==> config.mk <==
export PLATFORM = sky130hd
export DESIGN_NAME = cpu_run_monitor
export DESIGN_NICKNAME = d
export VERILOG_FILES = /design/src/rtl/cpu_run_monitor.sv
export SDC_FILE = /design/constraint.sdc
export NUM_CORES = 1
export LEC_CHECK = 0
export BUFFER_PORTS_ARGS = -buffer_cell sky130_fd_sc_hd__buf_2
export CAP_MARGIN = 20
export CORE_MARGIN = 10
export CORE_UTILIZATION = 52
export DETAILED_ROUTE_END_ITERATION = 7
export GPL_ROUTABILITY_DRIVEN = 0
export PLACE_DENSITY_LB_ADDON = 0.2
export SYNTH_ARGS = -nofsm -noshare
export SYNTH_HDL_FRONTEND = slang
export SYNTH_SLANG_ARGS = --single-unit
==> constraint.sdc <==
create_clock -name clk -period 3.7 [get_ports clk]
set_input_delay 0.37 -clock clk [delete_from_list [all_inputs] [get_ports clk]]
set_output_delay 0.37 -clock clk [all_outputs]
set_load 0.03 [all_outputs]
==> src/rtl/cpu_run_monitor.sv <==
// cpu_run_monitor: run controller and result checker for the single-cycle CPU.
// Holds the CPU in reset, counts RUN cycles, detects halt as a PC self-loop,
// flags timeout, and compares NUM_SIG signals against expected values.
// Optional PC history buffer is enabled by defining RUN_MONITOR_PC_HISTORY_EN.
module cpu_run_monitor #(
    parameter int XLEN           = 32,
    parameter int NUM_SIG        = 1,
    parameter int RESET_CYCLES   = 3,
    parameter int HALT_STABLE    = 4,
    parameter int TIMEOUT_CYCLES = 500,
    parameter int HIST_DEPTH     = 8
) (
    input  logic                          clk,
    input  logic                          reset,
    input  logic                          restart,
    input  logic [XLEN-1:0]               pc,
    input  logic [NUM_SIG*XLEN-1:0]       sig,
    input  logic [NUM_SIG*XLEN-1:0]       sig_exp,
    input  logic [$clog2(HIST_DEPTH)-1:0] hist_idx,
    output logic                          cpu_reset,
    output logic                          running,
    output logic                          done,
    output logic                          pass,
    output logic                          timeout,
    output logic [31:0]                   cycle_count,
    output logic [XLEN-1:0]               halt_pc,
    output logic [NUM_SIG-1:0]            mismatch,
    output logic [XLEN-1:0]               hist_pc
);
    localparam int          HCW    = $clog2(RESET_CYCLES + 1);
    localparam int          SCW    = $clog2(HALT_STABLE + 1);
    localparam logic [31:0] TO_LIM = 32'(TIMEOUT_CYCLES);

    typedef enum logic [1:0] {S_HOLD, S_RUN, S_HALT, S_TOUT} state_t;

    state_t             r_state, w_state_nxt;
    logic [HCW-1:0]     r_hold_cnt;
    logic [XLEN-1:0]    r_prev_pc;
    logic [SCW-1:0]     r_stable, w_stable_nxt;
    logic               r_first;
    logic [31:0]        w_cc_inc;
    logic               w_pc_eq, w_hold_done, w_halt, w_tout;
    logic [NUM_SIG-1:0] w_mis;

    // Per-channel compare of checked signal against its expected value
    for (genvar gi = 0; gi < NUM_SIG; gi++) begin : g_cmp
        assign w_mis[gi] = sig[gi*XLEN +: XLEN] != sig_exp[gi*XLEN +: XLEN];
    end

    // State register
    always_ff @(posedge clk or posedge reset) begin
        if (reset) r_state <= S_HOLD;
        else       r_state <= w_state_nxt;
    end

    // Next-state logic and halt/timeout decision; halt wins over timeout
    always_comb begin
        w_state_nxt  = r_state;
        w_cc_inc     = (cycle_count == '1) ? cycle_count : cycle_count + 32'd1;
        w_pc_eq      = (pc == r_prev_pc);
        w_stable_nxt = (r_first || !w_pc_eq) ? '0 : r_stable + SCW'(1);
        w_hold_done  = (r_hold_cnt == HCW'(RESET_CYCLES - 1));
        w_halt       = 1'b0;
        w_tout       = 1'b0;
        if (r_state == S_RUN) begin
            w_halt = !r_first && w_pc_eq && (r_stable == SCW'(HALT_STABLE - 1));
            w_tout = !w_halt && (w_cc_inc == TO_LIM);
        end
        if (restart) begin
            w_state_nxt = S_HOLD;
        end else begin
            case (r_state)
                S_HOLD:  if (w_hold_done) w_state_nxt = S_RUN;
                S_RUN: begin
                    if (w_halt)      w_state_nxt = S_HALT;
                    else if (w_tout) w_state_nxt = S_TOUT;
                end
                default: ;
            endcase
        end
    end

    // Registered outputs, hold counter and PC-stability tracking
    always_ff @(posedge clk or posedge reset) begin
        if (reset) begin
            cpu_reset   <= 1'b1;
            running     <= 1'b0;
            done        <= 1'b0;
            pass        <= 1'b0;
            timeout     <= 1'b0;
            cycle_count <= '0;
            halt_pc     <= '0;
            mismatch    <= '0;
            r_hold_cnt  <= '0;
            r_prev_pc   <= '0;
            r_stable    <= '0;
            r_first     <= 1'b0;
        end else if (restart) begin
            cpu_reset   <= 1'b1;
            running     <= 1'b0;
            done        <= 1'b0;
            pass        <= 1'b0;
            timeout     <= 1'b0;
            cycle_count <= '0;
            halt_pc     <= '0;
            mismatch    <= '0;
            r_hold_cnt  <= '0;
            r_prev_pc   <= '0;
            r_stable    <= '0;
            r_first     <= 1'b0;
        end else begin
            case (r_state)
                S_HOLD: begin
                    if (w_hold_done) begin
                        cpu_reset  <= 1'b0;
                        running    <= 1'b1;
                        r_first    <= 1'b1;
                        r_hold_cnt <= '0;
                    end else begin
                        r_hold_cnt <= r_hold_cnt + HCW'(1);
                    end
                end
                S_RUN: begin
                    cycle_count <= w_cc_inc;
                    r_prev_pc   <= pc;
                    r_stable    <= w_stable_nxt;
                    r_first     <= 1'b0;
                    if (w_halt || w_tout) begin
                        running  <= 1'b0;
                        done     <= 1'b1;
                        halt_pc  <= pc;
                        mismatch <= w_mis;
                        pass     <= w_halt && (w_mis == '0);
                        timeout  <= w_tout;
                    end
                end
                default: ;
            endcase
        end
    end

`ifdef RUN_MONITOR_PC_HISTORY_EN
    localparam int HW = $clog2(HIST_DEPTH);

    logic [XLEN-1:0] r_hist [HIST_DEPTH];
    logic [HW-1:0]   r_wptr;
    logic [HW-1:0]   w_rd_idx;

    // Circular PC history; records each new PC seen in RUN, survives restart
    always_ff @(posedge clk or posedge reset) begin
        if (reset) begin
            for (int i = 0; i < HIST_DEPTH; i++) r_hist[i] <= '0;
            r_wptr <= '0;
        end else if (!restart && r_state == S_RUN && (r_first || !w_pc_eq)) begin
            r_hist[r_wptr] <= pc;
            r_wptr         <= r_wptr + HW'(1);
        end
    end

    assign w_rd_idx = r_wptr - HW'(1) - hist_idx;
    assign hist_pc  = r_hist[w_rd_idx];
`else
    logic w_unused_hist;
    assign w_unused_hist = ^hist_idx;
    assign hist_pc       = '0;
`endif

endmodule
==> results of run 1 <==
## worst max path at each step
stage | startpoint | to | slack (ps)
3_5_place_dp | cycle_count[0]$_DFFE_PP0N_ | halt_pc[11]$_DFFE_PP0P_ | 170
2_1_floorplan | cycle_count[0]$_DFFE_PP0N_ | halt_pc[0]$_DFFE_PP0P_ | 390
5_1_grt | cycle_count[0]$_DFFE_PP0N_ | halt_pc[26]$_DFFE_PP0P_ | 30
4_1_cts | cycle_count[0]$_DFFE_PP0N_ | halt_pc[8]$_DFFE_PP0P_ | 170
6_report | cycle_count[13]$_DFFE_PP0N_ | halt_pc[11]$_DFFE_PP0P_ | 210
3_3_place_gp | cycle_count[0]$_DFFE_PP0N_ | halt_pc[7]$_DFFE_PP0P_ | 260
## per-stage QoR
stage                     setup slack, ps  cells
after detailed placement              173   1073
after global placement                259   1073
after floorplan                       392    791
after global routing                 32.6   1090
final                                 214   1090
after CTS                             167   1089
## sequential cells by signal (all words and copies together) (netlist names), 2 cells and up
signal       cells
cycle_count     32
halt_pc         32
r_hold_cnt       2
r_prev_pc       32
r_stable         3
r_state          2
## what timing repair did
item	CTS	global route
buffers inserted	0	0
gates resized for setup	0	2
endpoints found under the setup margin	0	31
## worst reg2reg max path, cell delays in order, from the launching register on
cell       delay, ps
dfrtp_1          490
nand4_4          210
or4_1            670
nor4_4           390
o21ai_2          120
a2111oi_4        350
nand4_1          250
o41a_2           470
buf_4            250
mux2i_1          170
## synth_stat cells (16+ instances only)
library cell and number:
nor2_1 45, dfrtp_1 109, inv_1 16, nand4_1 31
nor4_1 18, a21oi_1 51, xor2_1 20, buf_4 32
clkbuf_1 32, o21ai_0 19, nand2_1 157, xnor2_1 68
mux2i_1 36
## cell usage in the layout (no fill, tap or decap), drive strengths merged, types with 3 or more instances in the layout
master  synthesis  routed
a211o           3       3
and3            3       3
buf            43     186
nand2b          9       9
a21oi          51      51
nor3           14      14
dfrtp         109     109
and2            3       3
nor2           45      45
conb            1      32
o21ai          20      20
nand2         157     157
xor2           20      20
clkbuf         32      10
or4             5       5
or3            11      11
mux2i          36      36
or2             3       3
nand3          15      15
ha              3       3
xnor2          68      68
nor2b          13      13
inv            17      20
nor4           20      20
nand4          32      32
## final cells by class
type / instances / area, µm² / share of cell area
Inverter: 17 / 66.3 / 0.00847
Tap cell: 172 / 215 / 0.0275
Multi-Input combinational cell: 589 / 3500 / 0.447
Clock buffer: 10 / 229 / 0.0292
Sequential cell: 110 / 2760 / 0.352
Clock inverter: 6 / 76.3 / 0.00974
Timing Repair Buffer: 186 / 988 / 0.126
## power by group
group	internal, W	switching (W)	leakage, nW
Clock	0.000538	0.000474	0.150
Combinational	0.000129	0.000230	2.11
Sequential	0.00123	0.0000227	1.52
## layer usage
metal	GRT usage	part of all wire	vias to the layer above
li1	-	-	2830
met1	0.244	0.42	2726
met2	0.340	0.50	168
met3	0.0523	0.058	23
met4	0.0544	0.017	0
met5	0	0	-
## cells by family after synthesis
kind of cell,share of synthesized area
muxes,0.0559
buffers and inverters,0.0784
other,0.000564
xor gates and xnor gates,0.116
AOI/OAI and AO/OA,0.0886
DFF,0.414
adders and majority gates,0.00564
and+or+nand+nor,0.241
==> results.sh, run 1 <==
export IMPL_rsz0062_at_grt="false"
export IMPL_cp_end_kind="register"
export IMPL_drt_initial_drc_count=361
export IMPL_post_route_min_period_ps=3490
export IMPL_antenna_found_initial=0
export IMPL_overflow=0
export IMPL_final_util=0.623
export IMPL_core_area_um2=12600
export IMPL_dp_hpwl_mm=13.7
export IMPL_die_h_um=133
export IMPL_worstPathRequired_ps=3930
export IMPL_fmax_ghz=0.287
export IMPL_fin_skew_ps=7.52
export IMPL_fin_crit_sh=0.942
export IMPL_fp_dieW_um=133
export IMPL_cts_sinks=110
export IMPL_area_growth_pct=17.7
export IMPL_hold_viol=0
export IMPL_cap_violations=0
export IMPL_relSlewSlack=0.312
export IMPL_yosysWarnings=0
export IMPL_syn_area_um2=6650
export IMPL_wire_per_inst_um=16.7
export IMPL_max_stage_delay_ps=670
export IMPL_numCtsBuffers=9
export IMPL_nFillCells=1179
export IMPL_r2r_cells=9
export IMPL_synth_cells=760
export IMPL_synth_edf_count=0
export IMPL_cts_buffer_depth=2
export IMPL_finalSetupViolations=0
export IMPL_fin_tns_setup_ps=0
export IMPL_vias_per_cell=5.27
export IMPL_wirelength_mm=18.3
export IMPL_leakagePower_nw=3.78
export IMPL_ioPinCount=204
export IMPL_power_density_nw_per_um2=335
export IMPL_path_depth=9
export IMPL_reg2reg_to="halt_pc[11]$_DFFE_PP0P_"
export IMPL_grt_usage=0.200
export IMPL_fp_row_count=41
export IMPL_cts_tree="built"
export IMPL_placed_area_um2=7500
export IMPL_p_total_w=0.00263
export IMPL_seq_area_frac_synth=0.414
export IMPL_crit_family="simple AND/OR/NAND/NOR gates"
export IMPL_fin_area_um2=7830
export IMPL_critical_path_arrival_ps=3720
export IMPL_critPathSlowestCell="or4_1"
export IMPL_fin_nets=1018
export IMPL_avgSynthCellArea_um2=8.75
export IMPL_start_kind="register"
export IMPL_path_clk_slew_ps=80
export IMPL_async_flop_share=1.00
export IMPL_cp_cell_sequence="nand4_4 -> or4_1 -> nor4_4 -> o21ai_2 -> a2111oi_4 -> nand4_1 -> o41a_2 -> buf_4 -> mux2i_1"
export IMPL_antenna_cells=0
export IMPL_ir_drop_mv=0.221
export IMPL_port_buffers=168
export IMPL_ys_ff_latch=110
export IMPL_worstMarginPinSlew_ps=1030
export IMPL_first_global_vias=5811
export IMPL_dr_pass1_iters=5
export IMPL_r2r_start="cycle_count[13]$_DFFE_PP0N_"
export IMPL_synth_top_area_share=0.410
export IMPL_hold_slack_ps=153
export IMPL_start_util=0.529
export IMPL_drc=0
export IMPL_r2r_slack_ps=210
export IMPL_die_area_um2=17700
export IMPL_worstSkewPairLatency_ps=360
export IMPL_drive_gt1_frac=0.239
export IMPL_grt_max_degree=75
export IMPL_status="finished, final reports clean"
export IMPL_ctsHoldBuffers=0
export IMPL_yosys_top_cells_area="dfrtp_1 41%, xnor2_1 9.0%, nand2_1 8.9%"
export IMPL_grt_first_pass_wirelength_mm=29.5
export IMPL_maxSlewViolCount=0
export IMPL_synth_cell_types=57
export IMPL_htree_levels=3
export IMPL_ys_flop_type="dfrtp_1"
export IMPL_postRouteAntennaNets=0
export IMPL_critPathBufInv=1
export IMPL_crit_fanout=18
export IMPL_cts_root_buf="clkbuf_16"
export IMPL_hold_path_class="input pin to async pin"
export IMPL_criticalPathCategory="register to register"
export IMPL_num_vias=5747
export IMPL_synth_top_cell_by_area="dfrtp_1"
Note: power is estimated with default switching activity, not from simulation.
==> inputs of run 2 (changes only) <==
CELL_PAD_IN_SITES_DETAIL_PLACEMENT = 1   (was unset)
CELL_PAD_IN_SITES_GLOBAL_PLACEMENT = 1   (was unset)
CORE_UTILIZATION = 35   (was 52)
clock period = 2.8 ns   (was 3.7 ns; I/O delays follow)
==> run 2 against run 1 <==
  * The run now ends with negative setup slack left
  * Critical path depth rose by 1
  * Total power grew 33%
  * Global-route usage decreased by 2.1 points
  * Hold slack got worse by 40 ps
  * Sequential share of layout area down 4.1 points
  * First-iteration DRC count decreased by 0.55%
  * Die area increased by 41%
  * Design area is 14% higher
  * Setup slack worse by 440 ps
  * Non-clock buffer count grew 89
  * Register-to-register slack worse by 440 ps
  * Combinational power increased by 38%
  * Critical path type unchanged
==> results.sh, run 2 (same netlist as run 1, synthesis figures left out) <==
export IMPL_status="finished with violations"
export IMPL_violations="negative setup slack"
export IMPL_antenna_found_initial=0
export IMPL_wirelength_mm=22.4
export IMPL_power_density_nw_per_um2=393
export IMPL_worstPathRequired_ps=3080
export IMPL_r2r_start="cycle_count[0]$_DFFE_PP0N_"
export IMPL_grt_usage=0.179
export IMPL_p_total_w=0.00351
export IMPL_cts_root_buf="clkbuf_16"
export IMPL_grt_first_pass_wirelength_mm=35.6
export IMPL_start_kind="register"
export IMPL_die_area_um2=24900
export IMPL_core_area_um2=18700
export IMPL_cap_violations=0
export IMPL_critPathBufInv=1
export IMPL_critPathSlowestCell="o41a_4"
export IMPL_finalSetupViolations=36
export IMPL_area_growth_pct=34.0
export IMPL_antenna_cells=0
export IMPL_grt_max_degree=75
export IMPL_critical_path_arrival_ps=3300
export IMPL_crit_start="cycle_count[0]$_DFFE_PP0N_"
export IMPL_criticalPathCategory="register to register"
export IMPL_wire_per_inst_um=18.1
export IMPL_dr_pass1_iters=5
export IMPL_layout_commonest_cell="buf_2"
export IMPL_relSlewSlack=0.386
export IMPL_crit_family="compound AO/OA/AOI/OAI gates"
export IMPL_hold_path_class="input pin to async pin"
export IMPL_fin_nets=1107
export IMPL_vias_per_cell=5.00
export IMPL_fp_row_count=50
export IMPL_maxSlewViolCount=0
export IMPL_fin_crit_sh=1.08
export IMPL_ctsHoldBuffers=0
export IMPL_rsz0062_at_grt="true"
export IMPL_cp_end_kind="register"
export IMPL_overflow=0
export IMPL_die_h_um=158
export IMPL_ioPinCount=204
export IMPL_cts_buffer_depth=2
export IMPL_ir_drop_mv=0.272
export IMPL_setup_slack_ps=-227
export IMPL_post_route_min_period_ps=3030
export IMPL_cts_sinks=110
export IMPL_crit_fanout=6
export IMPL_dp_hpwl_mm=16.6
export IMPL_drc=0
export IMPL_worstSkewPairLatency_ps=370
export IMPL_place_ws_ps=-289
export IMPL_placed_area_um2=8210
export IMPL_reg_largest_list="cycle_count x32, halt_pc x32, r_prev_pc x32"
export IMPL_fin_skew_ps=13.2
export IMPL_hold_viol=0
export IMPL_fin_area_um2=8910
export IMPL_start_util=0.356
export IMPL_fin_tns_setup_ps=-6720
export IMPL_drt_initial_drc_count=359
export IMPL_postRouteAntennaNets=0
export IMPL_first_global_vias=6719
export IMPL_num_vias=6205
export IMPL_htree_levels=3
export IMPL_path_clk_slew_ps=80
export IMPL_cts_tree="built"
export IMPL_numCtsBuffers=9
export IMPL_fmax_ghz=0.330
export IMPL_worstMarginPinSlew_ps=919
export IMPL_mostFrequentLayoutCells="168 x buf_2, 157 x nand2_1, 98 x buf_4"
export IMPL_r2r_slack_ps=-230
export IMPL_port_buffers=168
export IMPL_max_stage_delay_ps=510
export IMPL_cp_cell_sequence="ha_4 -> nand3_4 -> or3_4 -> nor4_4 -> o21ai_2 -> a2111oi_4 -> nand4_1 -> o41a_4 -> buf_12 -> mux2i_2"
export IMPL_fp_dieW_um=158
export IMPL_leakagePower_nw=4.34
export IMPL_drive_gt1_frac=0.348
run 2: final timing paths:
path,endpoint,depth (start not counted)
hold / removal,cycle_count[23]$_DFFE_PP0N_,2
min in group clk,r_prev_pc[30]$_DFFE_PP0N_,3
hold reg to reg,cpu_reset$_DFFE_PP1P_,2
setup / recovery,halt_pc[7]$_DFFE_PP0P_,10
max in group asynchronous,cpu_reset$_DFFE_PP1P_,3
setup reg to reg,halt_pc[7]$_DFFE_PP0P_,10
run 2: metal layers:
metal	vias to the layer above	track usage	routed length, µm
li1	3004	-	-
met1	3054	0.215	9650
met2	128	0.319	11500
met3	19	0.0423	1060
met4	0	0.0334	212
met5	-	0	0
run 2: cell type report:
class | instances | area [µm²]
Sequential cell | 110 | 2770
Inverter | 17 | 67.6
Clock buffer | 9 | 225
Clock inverter | 7 | 78.8
Tap cell | 234 | 293
Fill cell | 2273 | 9790
Timing Repair Buffer | 275 | 1760
Multi-Input combinational cell | 589 | 3720
run 2: metrics by stage:
| step | cells | utilization | hold slack [ps] |
|---|---|---|---|
| 6_report | 1241 | 0.477 | 112 |
| 5_1_grt | 1241 | 0.477 | 172 |
| 4_1_cts | 1239 | 0.473 | 141 |
| 3_5_place_dp | 1210 | 0.439 | 492 |
| 3_3_place_gp | 1210 | 0.439 | 477 |
| 2_1_floorplan | 791 | - | 411 |
run 2: timing repair:
action                     CTS  global route
setup endpoints to repair   48            38
buffers inserted            10             1
gates cloned                 3             1
pin swaps                   25             8
resized for setup           38             6
run 2: report_power, final:
group / total, W / switching [W] / internal [W]
registers: 0.00166 / 0.0000296 / 0.00163
clock network: 0.00135 / 0.000706 / 0.000645
logic: 0.000497 / 0.000318 / 0.000179
total: 0.00351 / 0.00105 / 0.00245
==> inputs of run 3 (changes only) <==
CORE_UTILIZATION = 41   (was 35)
clock period = 3.68 ns   (was 2.8 ns; I/O delays follow)
==> run 3 against run 2 <==
  * The flow now finishes without violations
  * Clock power down 29%
  * Core utilization rose by 2.1 points
  * Sequential share of layout area grew 3.8 points
  * Clock skew shrank 0.53 ps
  * Via count fell by 4.1%
  * Sequential power is 24% lower
  * Global-route usage grew 1.6 points
  * Largest power group unchanged
  * Design area shrank 11%
  * Critical endpoint is now pass$_DFFE_PP0P_
  * Setup slack improved by 440 ps
  * Combinational power is 25% lower
==> results.sh, run 3 (same netlist as run 1, synthesis figures left out) <==
export IMPL_fin_crit_sh=0.941
export IMPL_crit_family="simple AND/OR/NAND/NOR gates"
export IMPL_die_h_um=147
export IMPL_multi_input_area_um2=3500
export IMPL_reg_largest_list="cycle_count x32, halt_pc x32, r_prev_pc x32"
export IMPL_cts_tree="built"
export IMPL_layout_commonest_cell="buf_2"
export IMPL_drc=0
export IMPL_fp_dieW_um=147
export IMPL_vias_per_cell=5.23
export IMPL_finalSetupViolations=0
export IMPL_post_cts_resized=0
export IMPL_worstPathRequired_ps=3920
export IMPL_wirelength_mm=21.6
export IMPL_criticalPathCategory="register to register"
export IMPL_postRouteAntennaNets=0
export IMPL_ctsHoldBuffers=0
export IMPL_port_buffers=168
export IMPL_first_global_vias=6541
export IMPL_drive_gt1_frac=0.239
export IMPL_area_growth_pct=18.8
export IMPL_regArea_um2=2750
export IMPL_post_route_min_period_ps=3460
export IMPL_cts_sinks=110
export IMPL_grt_max_degree=75
export IMPL_cp_end_kind="register"
export IMPL_crit_start="cycle_count[17]$_DFFE_PP0N_"
export IMPL_r2r_slack_ps=220
export IMPL_critPathBufInv=1
export IMPL_cap_violations=0
export IMPL_cts_buffer_depth=2
export IMPL_critical_path_arrival_ps=3710
export IMPL_dp_cells=1119
export IMPL_status="finished, final reports clean"
export IMPL_numCtsBuffers=9
export IMPL_fin_skew_ps=12.7
export IMPL_grt_usage=0.195
export IMPL_fin_tns_setup_ps=0
export IMPL_critPathSlowestCell="or4_1"
export IMPL_ir_drop_mv=0.220
export IMPL_dp_hpwl_mm=16.7
export IMPL_drt_initial_drc_count=307
export IMPL_final_util=0.497
export IMPL_maxSlewViolCount=0
export IMPL_antenna_cells=0
export IMPL_hold_path_class="input pin to async pin"
export IMPL_fp_row_count=46
export IMPL_core_area_um2=15900
export IMPL_num_vias=5948
export IMPL_cts_root_buf="clkbuf_16"
export IMPL_cp_cell_sequence="nand3_2 -> or4_1 -> nor4_4 -> o21ai_2 -> a2111oi_4 -> nand4_1 -> o41a_2 -> buf_12 -> a31o_1"
export IMPL_grt_first_pass_wirelength_mm=34.8
export IMPL_rsz0062_at_grt="false"
export IMPL_finalNonFillerCells=1137
export IMPL_max_stage_delay_ps=710
export IMPL_wire_per_inst_um=19.0
export IMPL_antenna_found_initial=0
export IMPL_overflow=0
export IMPL_leakagePower_nw=3.80
export IMPL_dr_pass1_iters=4
export IMPL_worstMarginPinSlew_ps=814
export IMPL_start_kind="register"
export IMPL_post_cts_buffers=0
export IMPL_worstSkewPairLatency_ps=360
export IMPL_crit_fanout=26
export IMPL_fin_nets=1021
export IMPL_fmax_ghz=0.289
export IMPL_power_density_nw_per_um2=328
export IMPL_r2r_start="cycle_count[17]$_DFFE_PP0N_"
export IMPL_hold_viol=0
export IMPL_die_area_um2=21700
export IMPL_start_util=0.419
export IMPL_nFillCells=1963
export IMPL_htree_levels=3
export IMPL_path_clk_slew_ps=70
export IMPL_relSlewSlack=0.457
export IMPL_mostFrequentLayoutCells="168 x buf_2, 157 x nand2_1, 109 x dfrtp_1"
export IMPL_ioPinCount=204
[run 3: cell type report]
cell class	instances	share of cell area
clock inverter	5	0.00507
timing repair buffer	189	0.130
tap	216	0.0342
inverter	17	0.00839
multi-input combinational	589	0.443
clock buffer	11	0.0307
sequential	110	0.349
[run 3: path summary, 6_finish.rpt]
kind                       cells past startpoint                     endpoint
setup / recovery                               9             pass$_DFFE_PP0P_
min in group clk                               3     r_prev_pc[4]$_DFFE_PP0N_
max in group asynchronous                      3      halt_pc[13]$_DFFE_PP0P_
hold / removal                                 2  cycle_count[11]$_DFFE_PP0N_
setup reg to reg                               9             pass$_DFFE_PP0P_
hold reg to reg                                2        cpu_reset$_DFFE_PP1P_
[run 3: per-layer routing]
| layer | GRT usage | wire length (µm) | up-vias |
|---|---|---|---|
| li1 | - | - | 2828 |
| met1 | 0.203 | 8280 | 2973 |
| met2 | 0.383 | 12200 | 121 |
| met3 | 0.0452 | 763 | 26 |
| met4 | 0.0451 | 346 | 0 |
| met5 | 0 | 0 | - |
[run 3: where the power goes]
part	switching [W]	total, W	internal [W]
Sequential	0.0000238	0.00126	0.00124
Combinational	0.000242	0.000374	0.000132
Clock	0.000467	0.000953	0.000486
[run 3: stage by stage]
| step | hold slack (ps) | instance area, µm² | worst slack (ps) | total power (W) |
|---|---|---|---|---|
| final | 159 | 7900 | 216 | 0.00259 |
| after global placement | 477 | 7580 | 323 | 0.00164 |
| after detailed placement | 483 | 7580 | 233 | 0.00166 |
| after global routing | 228 | 7900 | 30.7 | 0.00270 |
| after CTS | 189 | 7870 | 215 | 0.00262 |
| after floorplan | 497 | 6770 | 372 | 0.00154 |
